==> src/rtl/phase_sequencer.sv <==
// Instruction phase sequencer: registered one-hot phase lines plus binary state_code and instr_done.
// Latency: each phase lasts one cycle; a memory phase (IF1/FF1/TF1/IT1) is held while MACK=0 only with SEQ_WAIT_EN defined.
// Backpressure: MACK is the only stall input, and without SEQ_WAIT_EN it is ignored (fixed-latency memory).
module phase_sequencer (
    input  logic        CLK,
    input  logic        CLR,
    input  logic [15:0] m_bus,
    input  logic        MACK,
    input  logic        op_SVC,
    input  logic        EIT_gate,
    input  logic        OIT_gate,
    output logic        IF0,
    output logic        IF1,
    output logic        FF0,
    output logic        FF1,
    output logic        FF2,
    output logic        TF0,
    output logic        TF1,
    output logic        EX0,
    output logic        EX1,
    output logic        IT0,
    output logic        IT1,
    output logic        IT2,
    output logic        MUL1,
    output logic        MUL2_1,
    output logic        MUL2_2,
    output logic        MUL3,
    output logic        MUL4,
    output logic [4:0]  state_code,
    output logic        instr_done
);

    typedef enum logic [4:0] {
        S_IF0    = 5'd0,  S_IF1    = 5'd1,  S_FF0  = 5'd2,  S_FF1  = 5'd3,
        S_FF2    = 5'd4,  S_TF0    = 5'd5,  S_TF1  = 5'd6,  S_EX0  = 5'd7,
        S_EX1    = 5'd8,  S_IT0    = 5'd9,  S_IT1  = 5'd10, S_IT2  = 5'd11,
        S_MUL1   = 5'd12, S_MUL2_1 = 5'd13, S_MUL2_2 = 5'd14, S_MUL3 = 5'd15,
        S_MUL4   = 5'd16
    } state_t;

    state_t      state, next_state;
    logic [16:0] phase;
    logic        src_mem, dst_mem, is_mul;
    logic [3:0]  mul_cnt;
    logic        mem_rdy;
    logic        unused_ok;

`ifdef SEQ_WAIT_EN
    assign mem_rdy   = MACK;
    assign unused_ok = ^{src_mem, m_bus[10:6], m_bus[4:0]};
`else
    assign mem_rdy   = 1'b1;
    assign unused_ok = ^{src_mem, m_bus[10:6], m_bus[4:0], MACK};
`endif

    always_comb begin
        next_state = state;
        case (state)
            S_IF0:    next_state = S_IF1;
            // Flags are not latched yet on this edge, so decode straight from the bus.
            S_IF1: if (mem_rdy) begin
                if (m_bus[5])                    next_state = S_FF0;
                else if (m_bus[11])              next_state = S_TF0;
                else if (m_bus[15:12] == 4'hB)   next_state = S_MUL1;
                else                             next_state = S_EX0;
            end
            S_FF0:    next_state = S_FF1;
            S_FF1:    if (mem_rdy) next_state = S_FF2;
            S_FF2:    next_state = dst_mem ? S_TF0 : (is_mul ? S_MUL1 : S_EX0);
            S_TF0:    next_state = S_TF1;
            S_TF1:    if (mem_rdy) next_state = is_mul ? S_MUL1 : S_EX0;
            S_EX0:    next_state = S_EX1;
            S_EX1:    next_state = (EIT_gate | OIT_gate | op_SVC) ? S_IT0 : S_IF0;
            S_IT0:    next_state = S_IT1;
            S_IT1:    if (mem_rdy) next_state = S_IT2;
            S_IT2:    next_state = S_IF0;
            S_MUL1:   next_state = S_MUL2_1;
            S_MUL2_1: next_state = S_MUL2_2;
            S_MUL2_2: next_state = (mul_cnt != 4'd0) ? S_MUL2_1 : S_MUL3;
            S_MUL3:   next_state = S_MUL4;
            S_MUL4:   next_state = S_EX1;
            default:  next_state = S_IF0;
        endcase
    end

    always_ff @(posedge CLK) begin
        if (CLR) begin
            state      <= S_IF0;
            phase      <= 17'd1;
            instr_done <= 1'b0;
            src_mem    <= 1'b0;
            dst_mem    <= 1'b0;
            is_mul     <= 1'b0;
            mul_cnt    <= 4'd0;
        end else begin
            state      <= next_state;
            phase      <= 17'd1 << next_state;
            instr_done <= (next_state == S_EX1);
            if (state == S_IF1 && mem_rdy) begin
                src_mem <= m_bus[5];
                dst_mem <= m_bus[11];
                is_mul  <= (m_bus[15:12] == 4'hB);
            end
            // Load 15 and test before decrement: 16 MUL2 pairs in total.
            if (state == S_MUL1)
                mul_cnt <= 4'd15;
            else if (state == S_MUL2_2)
                mul_cnt <= mul_cnt - 4'd1;
        end
    end

    assign state_code = state;
    assign {MUL4, MUL3, MUL2_2, MUL2_1, MUL1, IT2, IT1, IT0,
            EX1, EX0, TF1, TF0, FF2, FF1, FF0, IF1, IF0} = phase;

endmodule

==> config.mk <==
export PLATFORM = sky130hd
export DESIGN_NAME = phase_sequencer
export DESIGN_NICKNAME = d
export VERILOG_FILES = /design/src/rtl/phase_sequencer.sv
export SDC_FILE = /design/constraint.sdc
export NUM_CORES = 1
export LEC_CHECK = 0
export ABC_AREA = 1
export BUFFER_PORTS_ARGS = -buffer_cell sky130_fd_sc_hd__buf_2
export CAP_MARGIN = 20
export CORE_ASPECT_RATIO = 0.7
export CORE_MARGIN = 5
export CORE_UTILIZATION = 53
export DETAILED_ROUTE_END_ITERATION = 10
export PLACE_DENSITY_LB_ADDON = 0.12
export SLEW_MARGIN = 20
export SYNTH_ARGS = -nofsm -noshare
export SYNTH_HDL_FRONTEND = slang
export SYNTH_SLANG_ARGS = --single-unit
==> constraint.sdc <==
create_clock -name CLK -period 3.85 [get_ports CLK]
set_input_delay 0 -clock CLK [delete_from_list [all_inputs] [get_ports CLK]]
set_output_delay 0 -clock CLK [all_outputs]
set_load 0.1 [all_outputs]
==> impl_results.md, run 1 <==
- Fraction of layout cells with a size suffix above 1: 22.8%
- First-pass GRT wire length: 5.57 mm
- Crit path required time: 4.11 ns
- Nets: 260
- Drt first pass iters: 4
- Root Driver: clkbuf_4
- Initial antenna violation count: 0
- Synth warn: 0
- Worst clock skew: 0.00456 ns
- Pwr Density: 906 nW/µm²
- Final GP Congestion: 0.916
- DR vias/cell: 4.90
- Number of flops mapped to enable cells by yosys: 0
- Seq cells post-synth: 29
- Grt total ovfl: 0
- Max_cap viols: 0
- Slew headroom: 67.5%
- Post-synth top area share: 43.5%
- Via Count: 1,329
- Area delta synth->final: 23.1%
- Final setup vio count: 0
- Post-synthesis sequential area ratio: 43.5%
- Setup crit start kind: flip-flop
- RSZ-0062 raised after global routing: false
- Worst-path fanout max: 7
- Io pins: 45
- Largest net degree at the start of global routing: 12
- Worst VDD drop: 0.419 mV
- Final Hold Viols: 0
- Routed Antenna Nets: 0
- CTS sink cnt: 29
- Net Sw Frac: 54.6%
- Worst EP arrival: 1.93 ns
- Register share of total power: 27.2%
- CTS H-tree lvls: 2
- Final Max Slew Viols: 0
- Worst-skew pair later-pin latency: 0.32 ns
- Area after DPL: 1530 µm²
- Initial Util: 54.7%
- Die Area: 3640 µm²
- Largest cells by area after synthesis: dfxtp_1, nor2_1, nand2_1, nand3_1, inv_1
- Total negative setup slack: 0 ns
- Antenna cells: 0
- Initial DRC Count: 63
- CTS Buffer Depth: 2
- CTS tree: built
- Vias in the first global route: 1,240
- Primary FF master, synth: dfxtp_1
- Worst slew pin tran: 0.490 ns
- Row count: 15
- Leading area contributor after synthesis: dfxtp_1
- Total power draw: 1490 µW
- Total track usage: 20.1%
- Chip width: 70.0 µm
- Hold WC Path Type: input port to flip-flop
- Fin crit period: 1.68 ns
- Crit path kind: flip-flop to flip-flop
- Port bufs: 33
- WL final: 3.32 mm
- Crit end category: flip-flop
- Area occupied by multi-input gates: 644 µm²
- P_int: 675 µW
- Die Y: 52.0 µm
- Cell area after synthesis: 1330 µm²
- Yosys cell types: 23
- Core ar.: 2440 µm²
- Fill cells: 235
- Max Freq: 0.596 GHz
- Clock share of power: 17.5%
- WHS Path Cells: 5
- Worst hold slack: 0.0583 ns
- Sw Pwr: 811 µW
- Number of post-CTS setup repair buffers: 0
- Post-Syn Instances: 195
- Synth async-reset ratio: 0%
- Share of total power in combinational logic: 55.3%
- Syn nets: 219
- Avg WL per Cell: 12.2 µm
- Post-DP HPWL: 2.66 mm
- Most frequent cells after synthesis: nor2_1, nand2_1, dfxtp_1
- Post-route cell area: 1640 µm²
- Outcome: finished clean
- Clock transition at the registers of the reported paths: 0.09 ns
- Drt drc: 0
- Reg2Reg Depth: 8
- Most instantiated library cell after synthesis: nor2_1
- Final period utilization: 43.6%
- Num CTS Buffers: 5
- Storage cell area: 581 µm²
- Syn Area/Cell: 6.84 µm²
- Pleak: 0.000868 µW
placed cells by master (no fill, tap or decap), types with 3 or more instances in the layout:
cell type	netlist	final
nor2_1	42	42
nand2_1	41	41
buf_2	0	33
dfxtp_1	29	29
nand3_1	21	21
inv_1	20	20
a21oi_1	7	7
inv_2	5	5
o21ai_0	5	5
clkbuf_4	0	5
nor3_1	4	4
nor2_2	4	4
dlygate4sd3_1	0	3
path summary, 6_finish.rpt:
path	slack, ns	end	start
worst max register to register	2.17	phase[6]	state_code[2]
worst max-delay path	2.17	phase[6]	state_code[2]
worst min-delay path	0.06	is_mul	m_bus[15]
worst min register to register	0.49	mul_cnt[0]	mul_cnt[0]
sequential cells by signal (all words and copies together), names as in the netlist:
signal and cells:
phase 17, state_code 5, mul_cnt 4, dst_mem 1
instr_done 1, is_mul 1
logic make-up after synthesis:
logic type / count (synthesis) / share of synthesized area (%)
AOI/OAI and AO/OA: 17 / 7.04
adders and majority gates: 2 / 1.88
DFF: 29 / 43.5
and+or+nand+nor: 120 / 39.4
buffers and inverters: 27 / 8.16
worst max-delay path, cell delays in order (launching register included):
cell     delay, ns
dfxtp_1       0.50
inv_2         0.10
nor2_4        0.19
nand2_1       0.16
a21oi_1       0.18
nor2_1        0.11
nor2_1        0.19
nand2_1       0.10
nor2_1        0.10
routing by layer:
metal	global-route usage [%]	routed length [µm]
met5	0	0
met4	6.05	25
met2	32.9	1490
met1	25.7	1480
met3	5.98	328
cell type report:
type	count	area share, %
Inverter	25	5.72
Sequential cell	29	35.4
Tap cell	34	2.59
Multi-Input combinational cell	139	39.3
Clock buffer	7	3.35
Clock inverter	1	1.83
Timing Repair Buffer	36	11.9
power groups by stage:
stage	Combinational (µW)	Clock, µW	Sequential [µW]
CTS	818	262	404
global route	890	284	414
detailed placement	813	0	411
global placement	802	0	410
floorplan	354	0	720
finish	822	261	404
timing repair:
| action | CTS | global route |
|---|---|---|
| hold endpoints to repair | 10 | 0 |
| hold buffers | 3 | 0 |
| gates resized for setup | 0 | 0 |
| setup endpoints to repair | 0 | 0 |
metrics by stage:
| step | setup WS [ns] | cells | utilization, % |
|---|---|---|---|
| 2_1_floorplan | 1.67 | 195 | - |
| 3_3_place_gp | 2.22 | 260 | 62.6 |
| 3_5_place_dp | 2.21 | 260 | 62.6 |
| 4_1_cts | 2.19 | 271 | 67.3 |
| 5_1_grt | 1.91 | 271 | 67.3 |
| 6_report | 2.17 | 271 | 67.3 |
Note: power is estimated with default switching activity, not from simulation.
==> run 2: changes to the inputs <==
Settings changed: ABC_AREA 1 to 0, CORE_UTILIZATION 53 to 48.
Clock period 3.85 ns to 1.6 ns, I/O delays scaled along.
==> run 2 against run 1 <==
Effect of this change: the run now ends with setup timing left; synthesized cell count is 29% lower; sequential share of layout area down 4.1 points; design area is 17% higher; critical path depth is 3 lower; total power up 35%; core utilization is 10 points higher; sequential power up 92%; maximum frequency decreased by 13%; critical path type unchanged.
==> impl_results.md, run 2 <==
- Syn nets: 163 (-26%)
- Crit path required time: 1.77 ns (-2.34 ns)
- Row count: 15 (unchanged)
- Total track usage: 21.5% (+1.4 points)
- Die Y: 52.8 µm (+1.6%)
- RSZ-0062 raised after global routing: true
- Worst clock skew: 0.00370 ns (-0.000863 ns)
- Met3 usage: 5.17% (-0.81 points)
- Final Max Slew Viols: 0 (unchanged)
- Synth warn: 0 (unchanged)
- Final Hold Viols: 0 (unchanged)
- First-pass GRT wire length: 6.09 mm (+9.3%)
- Met1 GRT Util: 28.9% (+3.2 points)
- Crit path kind: flip-flop to flip-flop
- Max Freq: 0.517 GHz (-13%)
- Final GP Congestion: 0.930 (+1.4%)
- Avg WL per Cell: 16.0 µm (+31%)
- Largest net degree at the start of global routing: 14 (+2)
- Fraction of layout cells with a size suffix above 1: 53.7% (+31 points)
- Commonest non-fill, non-tap cell in the layout: buf_2
- DR vias/cell: 5.41 (+10%)
- CP Buf/Inv Count: 0 (-1)
- Chip width: 71.2 µm (+1.7%)
- Final worst slack: -0.336 ns (-2.51 ns)
- Port bufs: 33 (unchanged)
- GRT busiest layer: met2
- Max_cap viols: 0 (unchanged)
- Io pins: 45 (unchanged)
- WL final: 3.83 mm (+15%)
- Core ar.: 2480 µm² (+1.5%)
- Crit end category: flip-flop
- Worst EP arrival: 2.10 ns (+0.17 ns)
- Most frequent cells after synthesis: dfxtp_1, nor2_1, nor3_1
- Worst-path fanout max: 4 (-3)
- CTS Buffer Depth: 2 (unchanged)
- Post-Syn Instances: 139 (-29%)
- Outcome: finished with violations
- Die Area: 3760 µm² (+3.4%)
- Levels on crit path: 5 (-3)
- WHS Path Cells: 3 (-2)
- Final setup vio count: 20 (+20)
- Nets: 228 (-12%)
- CTS tree: built
- CP cell instances: or4_4, or3_4, a32oi_4, nand2b_4, nor2_2
- CTS sink cnt: 29 (unchanged)
- Yosys cell types: 45 (+96%)
- Fin crit period: 1.94 ns (+0.259 ns)
- Post-synth top area share: 46.2% (+2.6 points)
- Pwr Density: 1050 nW/µm² (+16%)
- Worst slew pin tran: 0.491 ns (+0.000880 ns)
- Worst hold slack: 0.0167 ns (-0.0416 ns)
- Antenna cells: 0 (unchanged)
- Total negative setup slack: -4.89 ns (-4.89 ns)
- Non-Filler Instances: 239 (-12%)
- Reg2Reg Depth: 5 (-3)
- Initial Util: 50.8% (-3.9 points)
- Seq cells post-synth: 29 (unchanged)
- Largest cells by area after synthesis: dfxtp_1, nor2_1, nor3_1, nand2b_1, inv_1
- Via Count: 1,293 (-2.7%)
- Number of flops mapped to enable cells by yosys: 0 (unchanged)
- Most instantiated library cell after synthesis: dfxtp_1
- Post-synthesis sequential area ratio: 46.2% (+2.6 points)
- Largest stage delay, worst path: 0.53 ns (+0.03 ns)
- Pleak: 0.000862 µW (-0.63%)
- Area delta synth->final: 52.3%
- Slew headroom: 67.5% (about the same)
- Synth async-reset ratio: 0% (unchanged)
- Drt drc: 0 (unchanged)
- Grt total ovfl: 0 (unchanged)
- Worst-skew pair later-pin latency: 0.27 ns (-0.05 ns)
- Violated checks: setup timing
- Worst path slowest cell: or4_4
- Number of flip-flops in the largest register: 17 (unchanged)
- Routed Antenna Nets: 0 (unchanged)
- Top reg by flops: phase
- Initial antenna violation count: 0 (unchanged)
- Final period utilization: 121% (+77 points)
- Syn Area/Cell: 9.05 µm² (+32%)
- Clock transition at the registers of the reported paths: 0.06 ns (-0.03 ns)
- Cell area after synthesis: 1260 µm² (-5.7%)
- Most frequent cells in the layout: buf_2, buf_4, dfxtp_1
- Worst VDD drop: 0.976 mV (+130%)
- Post-DP HPWL: 2.64 mm (-0.95%)
- Num CTS Buffers: 5 (unchanged)
- CTS H-tree lvls: 2 (unchanged)
- Primary FF master, synth: dfxtp_1
- Crit path max-delay family: simple AND/OR/NAND/NOR gates
- Initial DRC Count: 126 (+100%)
- Fill cells: 186 (-21%)
- Setup crit start kind: flip-flop
- Number of placed cells counting well taps: 228 (-12%)
- Vias in the first global route: 1,243 (+0.24%)
- Hold WC Path Type: input port to flip-flop
- Leading area contributor after synthesis: dfxtp_1
- Drt first pass iters: 4 (unchanged)
- Met2 Usage GRT: 35.1% (+2.1 points)
- Root Driver: clkbuf_8
## run 2: cell types whose count changed after synthesis, moves of 6 or more
cell	change
nand2_1	-35
nand2b_1	+6
nor3_1	+7
nand3_1	-18
nor2_1	-22
inv_1	-12
## run 2: where the power goes
group	internal, µW	switching (µW)	leakage [µW]
Clock	300	268	0.0000450
Sequential	753	22.9	0.000239
Combinational	219	446	0.000579
## run 2: per-stage QoR
step,setup slack [ns],util [%],instance area (µm²),total power [µW]
global route,-0.380,77.3,1920,2100
global placement,-0.251,68.6,1700,1370
finish,-0.336,77.3,1920,2010
floorplan,-0.383,-,1310,1210
detailed placement,-0.318,68.6,1700,1380
CTS,-0.295,75.0,1860,1970
## run 2: logic make-up after synthesis
kind of cell / count (synthesis) / synth area share [%]
AO/OA/AOI/OAI: 19 / 13.4
buffers and inverters: 15 / 5.07
multiplexers: 2 / 1.59
XOR/XNOR: 1 / 0.697
adder cells (fa/ha/maj): 2 / 1.99
AND/OR/NAND/NOR: 71 / 31.0
flip-flops: 29 / 46.2
## run 2: worst min-delay path: stages
cell	delay, ns
buf_2	0.11
mux2i_1	0.07
nor2_1	0.07
## run 2: layout make-up
| class | instances | area [µm²] | area share (%) |
|---|---|---|---|
| multi-input combinational | 95 | 744 | 38.9 |
| sequential | 29 | 599 | 31.3 |
| timing repair buffer | 65 | 417 | 21.8 |
| clock buffer | 6 | 72.6 | 3.79 |
| tap | 34 | 42.5 | 2.22 |
| inverter | 8 | 30.0 | 1.57 |
| clock inverter | 2 | 10.0 | 0.523 |
## run 2: per-layer routing
layer  wire [µm]  part of all wire [%]
met1        1750                    46
met2        1800                    47
met3         246                   6.4
met4          34                  0.89
met5           0                     0
## run 2: path summary, 6_finish.rpt
| path | from | end | slack [ns] |
|---|---|---|---|
| min | m_bus[11] | dst_mem | 0.02 |
| max reg2reg | state_code[2] | phase[5] | -0.34 |
| max | state_code[2] | phase[5] | -0.34 |
| min reg2reg | mul_cnt[3] | mul_cnt[3] | 0.51 |
## run 2: timing repair
item / in CTS / in global routing
endpoints found under the setup margin: 20 / 24
buffers inserted: 1 / 2
pin swaps: 6 / 7
resized for setup: 16 / 11
hold buffers: 0 / 0
cloned: 0 / 0
